[src/rtl/vga_console_pkg.sv]
// Shared state encoding and control-code constants for the text console.
package vga_console_pkg;

    typedef enum logic [1:0] {
        IDLE       = 2'd0,
        CLEAR_ALL  = 2'd1,
        CLEAR_LINE = 2'd2
    } state_t;

    localparam logic [7:0] CH_LF    = 8'h0A;
    localparam logic [7:0] CH_CR    = 8'h0D;
    localparam logic [7:0] CH_BS    = 8'h08;
    localparam logic [7:0] CH_FF    = 8'h0C;
    localparam logic [7:0] PRINT_LO = 8'h20;
    localparam logic [7:0] PRINT_HI = 8'h7E;

endpackage

[src/rtl/vga_console_cursor.sv]
// Cursor column/row counters plus the linear buffer address of the cursor
// cell and of the start of the cursor row.
module vga_console_cursor
    import vga_console_pkg::*;
#(
    parameter int COLS   = 80,
    parameter int ROWS   = 30,
    parameter int ADDR_W = 12
) (
    input  logic              clk,
    input  logic              rst,
    input  logic              inc,
    input  logic              newline,
    input  logic              ret,
    input  logic              home,
    input  logic              back,
    output logic [6:0]        col,
    output logic [4:0]        row,
    output logic              wrap,
    output logic [ADDR_W-1:0] addr,
    output logic [ADDR_W-1:0] line_base
);

    logic [ADDR_W-1:0] row_ext;
    logic              last_row;

    assign row_ext  = ADDR_W'(row);
    assign wrap     = (col == 7'(COLS - 1));
    assign last_row = (row == 5'(ROWS - 1));

    // For the standard 80-column mode the row multiply is two shifts and an add.
    generate
        if (COLS == 80) begin : g_shift_mul
            assign line_base = (row_ext << 6) + (row_ext << 4);
        end else begin : g_generic_mul
            assign line_base = row_ext * ADDR_W'(COLS);
        end
    endgenerate

    assign addr = line_base + ADDR_W'(col);

    // Cursor movement; home beats everything, and an increment past the last
    // column behaves exactly like a newline (bottom row wraps to row 0).
    always_ff @(posedge clk) begin
        if (rst) begin
            col <= '0;
            row <= '0;
        end else if (home) begin
            col <= '0;
            row <= '0;
        end else if (newline || (inc && wrap)) begin
            col <= '0;
            row <= last_row ? 5'd0 : row + 5'd1;
        end else if (inc) begin
            col <= col + 7'd1;
        end else if (ret) begin
            col <= '0;
        end else if (back && (col != 7'd0)) begin
            col <= col - 7'd1;
        end
    end

endmodule

[src/rtl/vga_text_console.sv]
// Character-stream console: accepts bytes, tracks the cursor, interprets
// control codes and drives the text buffer write port, including the
// multi-cycle screen and line clears.
module vga_text_console
    import vga_console_pkg::*;
#(
    parameter int          COLS   = 80,
    parameter int          ROWS   = 30,
    parameter int          ADDR_W = 12,
    parameter logic [7:0]  BLANK  = 8'h20
) (
    input  logic              clk,
    input  logic              rst,
    input  logic              in_valid,
    input  logic [7:0]        in_data,
    output logic              in_ready,
    input  logic              clear,
    output logic              busy,
    output logic [6:0]        cursor_x,
    output logic [4:0]        cursor_y,
    output logic              wen,
    output logic [ADDR_W-1:0] w_addr,
    output logic [7:0]        w_data
);

    localparam logic [ADDR_W-1:0] LAST_CELL = ADDR_W'(COLS * ROWS - 1);
    localparam logic [ADDR_W-1:0] LAST_COL  = ADDR_W'(COLS - 1);

    state_t            state, state_next;
    logic [ADDR_W-1:0] idx, idx_next;
    logic              wen_next;
    logic [ADDR_W-1:0] addr_next;
    logic [7:0]        data_next;
    logic              cur_inc, cur_newline, cur_ret, cur_home, cur_back;
    logic              wrap;
    logic [ADDR_W-1:0] cur_addr, line_base;
    logic              accept, printable;

    assign in_ready  = (state == IDLE) && !clear;
    assign busy      = (state != IDLE);
    assign accept    = in_valid && in_ready;
    assign printable = (in_data >= PRINT_LO) && (in_data <= PRINT_HI);

    vga_console_cursor #(
        .COLS   (COLS),
        .ROWS   (ROWS),
        .ADDR_W (ADDR_W)
    ) u_cursor (
        .clk       (clk),
        .rst       (rst),
        .inc       (cur_inc),
        .newline   (cur_newline),
        .ret       (cur_ret),
        .home      (cur_home),
        .back      (cur_back),
        .col       (cursor_x),
        .row       (cursor_y),
        .wrap      (wrap),
        .addr      (cur_addr),
        .line_base (line_base)
    );

    // Next-state, clear sweep and next write decode; a clear request aborts
    // whatever is in flight and suppresses this cycle's write.
    always_comb begin
        state_next  = state;
        idx_next    = idx;
        wen_next    = 1'b0;
        addr_next   = w_addr;
        data_next   = w_data;
        cur_inc     = 1'b0;
        cur_newline = 1'b0;
        cur_ret     = 1'b0;
        cur_home    = 1'b0;
        cur_back    = 1'b0;

        if (clear) begin
            state_next = CLEAR_ALL;
            idx_next   = '0;
            cur_home   = 1'b1;
        end else begin
            case (state)
                CLEAR_ALL: begin
                    wen_next  = 1'b1;
                    addr_next = idx;
                    data_next = BLANK;
                    if (idx == LAST_CELL) begin
                        state_next = IDLE;
                        idx_next   = '0;
                    end else begin
                        idx_next = idx + ADDR_W'(1);
                    end
                end
                CLEAR_LINE: begin
                    wen_next  = 1'b1;
                    addr_next = line_base + idx;
                    data_next = BLANK;
                    if (idx == LAST_COL) begin
                        state_next = IDLE;
                        idx_next   = '0;
                    end else begin
                        idx_next = idx + ADDR_W'(1);
                    end
                end
                default: begin
                    if (accept) begin
                        if (printable) begin
                            wen_next  = 1'b1;
                            addr_next = cur_addr;
                            data_next = in_data;
                            cur_inc   = 1'b1;
                            if (wrap) begin
                                state_next = CLEAR_LINE;
                                idx_next   = '0;
                            end
                        end else if (in_data == CH_LF) begin
                            cur_newline = 1'b1;
                            state_next  = CLEAR_LINE;
                            idx_next    = '0;
                        end else if (in_data == CH_CR) begin
                            cur_ret = 1'b1;
                        end else if (in_data == CH_BS) begin
                            if (cursor_x != 7'd0) begin
                                cur_back  = 1'b1;
                                wen_next  = 1'b1;
                                addr_next = cur_addr - ADDR_W'(1);
                                data_next = BLANK;
                            end
                        end else if (in_data == CH_FF) begin
                            state_next = CLEAR_ALL;
                            idx_next   = '0;
                            cur_home   = 1'b1;
                        end
                    end
                end
            endcase
        end
    end

    // State, sweep index and registered write port; reset always re-blanks the screen.
    always_ff @(posedge clk) begin
        if (rst) begin
            state  <= CLEAR_ALL;
            idx    <= '0;
            wen    <= 1'b0;
            w_addr <= '0;
            w_data <= '0;
        end else begin
            state  <= state_next;
            idx    <= idx_next;
            wen    <= wen_next;
            w_addr <= addr_next;
            w_data <= data_next;
        end
    end

endmodule
[config.mk]
export PLATFORM = sky130hd
export DESIGN_NAME = vga_text_console
export DESIGN_NICKNAME = d
export VERILOG_FILES = /design/src/rtl/vga_console_pkg.sv /design/src/rtl/vga_console_cursor.sv /design/src/rtl/vga_text_console.sv
export SDC_FILE = /design/constraint.sdc
export NUM_CORES = 1
export LEC_CHECK = 0
export BUFFER_PORTS_ARGS = -buffer_cell sky130_fd_sc_hd__buf_2
export CAP_MARGIN = 20
export CORE_AREA = 10 10 86 88
export CTS_CLUSTER_DIAMETER = 100
export CTS_CLUSTER_SIZE = 40
export DETAILED_ROUTE_END_ITERATION = 12
export DIE_AREA = 0 0 96 98
export PLACE_DENSITY = 0.92
export SLEW_MARGIN = 0
export SYNTH_ARGS = -nofsm -noshare
export SYNTH_HDL_FRONTEND = slang
export SYNTH_SLANG_ARGS = --single-unit
[constraint.sdc]
create_clock -name clk -period 8.8 [get_ports clk]
set_input_delay 2.64 -clock clk [delete_from_list [all_inputs] [get_ports clk]]
set_output_delay 2.64 -clock clk [all_outputs]
set_load 0.005 [all_outputs]
==> results by group <==
Yosys
  – Avg Cell Area, Syn: 7.985 µm²
  – Syn_nets: 477
  – EDFF count, synth: 0
  – Async set-reset flop share out of synthesis: 0
  – Synth cell types: 71
  – YS warnings: 0
  – Cells after synthesis: 440
  – Synth Flop Type: dfxtp_1
  – Seq/Total Area, Yosys: 0.2678
  – Post-Syn Area: 3513 µm²
  – Yosys reg bits: 47

Die
  – Die area: 9408 µm²
  – Row cnt: 28
  – Initial Util: 0.6115
  – Ports: 47
  – Die width: 96 µm
  – Core area: 5746 µm²
  – Vert. Die Dim: 98 µm

Placement
  – Detail Placement HPWL: 6.809 mm
  – Placed cell count: 542
  – IO buf count: 46
  – GPL Wtd Cong: 0.9457
  – DP Area: 3756 µm²
  – Post-Place Worst Slack: 3.154 ns

STA
  – Unrepaired setup endpoints after global routing: false
  – Hold Slack: 0.4545 ns
  – Highest clock rate: 0.1768 GHz
  – Final setup viols: 0
  – Final Cycle Share: 0.6427
  – Slew margin rel.: 0.4776
  – TNS Setup: 0 ns
  – Slew Viols, Final: 0
  – Least-Margin Pin Slew: 0.7769 ns
  – Final Skew: 0.01188 ns
  – Fin crit period: 5.656 ns
  – Hold Vio Cnt, Final: 0
  – Final WS setup: 3.144 ns

Clock tree
  – Sink Count: 47
  – Clk Latency, worst-skew pair: 0.31 ns
  – Post-cts sizing count: 0
  – Setup bufs post-CTS: 0
  – CTS clk-pin slew, worst paths: 0.09 ns
  – CTS tree: built
  – CTS Hold Bufs: 0
  – H-tree Lvls: 2
  – Root Driver: clkbuf_8
  – TritonCTS buffer count: 5
  – Clk buf depth: 2

Power and ir drop
  – Maximum vdd drop: 0.00006879 V
  – Pint: 0.3192 mW
  – Seq pwr share: 0.512
  – NetSw: 0.1018 mW
  – Clock group share of total power: 0.414
  – PD cells: 108.2 nW/µm²
  – Leak pwr: 1.616 nW
  – Net Sw Frac: 0.2418
  – Logic pwr share: 0.073

Global route
  – Vias in the first global route: 3296
  – First-pass GRT wire length: 15.00 mm
  – Initial antenna violation count: 0
  – Grt total ovfl: 0
  – Largest net degree at the start of global routing: 28
  – Total track usage: 0.1899

Layout
  – Nets@finish: 513
  – Fraction of layout cells with a size suffix above 1: 0.1509
  – Non-Filler Cell Area, Final: 3892 µm²
  – # diodes: 0
  – Layout fillers: 474
  – Most frequent cells in the layout: dfxtp_1, buf_2, nor2_1, nand2_1, a21oi_1
  – Commonest non-fill, non-tap cell in the layout: dfxtp_1
  – Area growth from synthesis to layout: 10.79%
  – Reg area: 940.9 µm²
  – Multi-input gate area: 2424 µm²
  – Finished Layout Cells: 552

Detailed routing
  – DR vias: 3493
  – DRT Pass-1 Iters: 5
  – DR vias/cell: 6.328
  – Total wire length: 9.203 mm
  – Initial DRC Count: 294
  – DRC viols: 0
  – ANT nets after route: 0
  – Wire length per cell: 16.67 µm

Critical path
  – CP peak stage delay: 0.15 ns
  – CP Cell Sequence: buf_2 > nor2_1 > buf_2
  – Crit path max fanout: 9
  – CP top delay family: buffers and inverters
  – Crit path launch type: input port
  – Setup CP Type: in2out
  – Crit path DAT: 3.02 ns
  – Crit-path most repeated cell: buf_2
  – CP Capture Type: output port
  – CP max-delay cell: buf_2
  – Buf+Inv Stages, Crit Path: 2
  – Worst path required time: 6.16 ns

Worst hold path
  – Worst hold path class: reg2reg

Status
  – Status: finished clean

Flow run
  – Maxcap violations: 0
-- stage by stage --
step	total power, mW	utilization
3_3_place_gp	0.2499	0.6537
3_5_place_dp	0.2508	0.6537
4_1_cts	0.4226	0.6749
2_1_floorplan	0.2404	-
6_report	0.4210	0.6775
5_1_grt	0.4319	0.6775
-- cells in the mapped netlist (all sizes together), types with 9 or more instances --
library cell   n  area (µm²)
a21o           9       67.56
nand2         40       150.1
nor2          45       168.9
and3          11       68.82
xnor2         21       183.9
nor3          15       85.08
nand3         17       85.08
dfxtp         47       940.9
a21oi         40       204.0
ha            22       275.3
o21ai         13       65.06
clkbuf        11       41.29
inv           18       67.56
-- power groups by stage --
| stage | Sequential [mW] | Combinational [mW] | Clock [mW] |
|---|---|---|---|
| 6_report | 0.216 | 0.0308 | 0.174 |
| 5_1_grt | 0.216 | 0.0335 | 0.182 |
| 4_1_cts | 0.216 | 0.0302 | 0.177 |
| 3_5_place_dp | 0.221 | 0.0302 | 0 |
| 3_3_place_gp | 0.221 | 0.0293 | 0 |
| 2_1_floorplan | 0.221 | 0.0196 | 0 |
-- state kept, by name (all words and copies together) (netlist names) --
| register | cells |
|---|---|
| idx | 12 |
| w_addr | 12 |
| w_data | 8 |
| u_cursor.col | 7 |
| u_cursor.row | 5 |
| state | 2 |
| wen | 1 |
-- final cells by class --
type,instances,share of cell area
tap,75,0.02411
timing repair buffer,48,0.06300
inverter,18,0.01736
clock buffer,6,0.02122
clock inverter,2,0.009965
sequential,47,0.2417
multi-input combinational,356,0.6226
-- final timing paths --
check | slack [ns] | cells past startpoint | start | endpoint
worst min register to register | 0.45 | 2 | w_addr[4] | w_addr[4]
worst max-delay path | 3.14 | 3 | clear | in_ready
worst max register to register | 5.39 | 11 | u_cursor.row[0] | w_addr[11]
worst min-delay path | 0.45 | 2 | w_addr[4] | w_addr[4]
-- kinds of logic (layout without fill, tap and decap cells) --
family                     Yosys count  after routing  synth area share
and+or+nand+nor                    183            183            0.2792
AOI/OAI and AO/OA                  116            116            0.2308
DFF                                 47             47            0.2678
buffers and inverters               37             74           0.04238
xor gates and xnor gates            30             30           0.07871
adders and majority gates           25             25           0.09544
muxes                                2              2          0.005698
-- worst min-delay path, stage by stage (launching register included) --
cell	delay, ns
dfxtp_1	0.32
nand2_1	0.05
a21oi_1	0.05
-- per-layer routing --
metal | vias to the layer above | global-route usage | part of all wire
met5 | - | 0 | 0
met4 | 0 | 0.07719 | 0.017
met3 | 18 | 0.03369 | 0.059
met2 | 134 | 0.3180 | 0.50
met1 | 1655 | 0.2304 | 0.42
li1 | 1686 | - | -
Power figures use the tool's default switching activity.
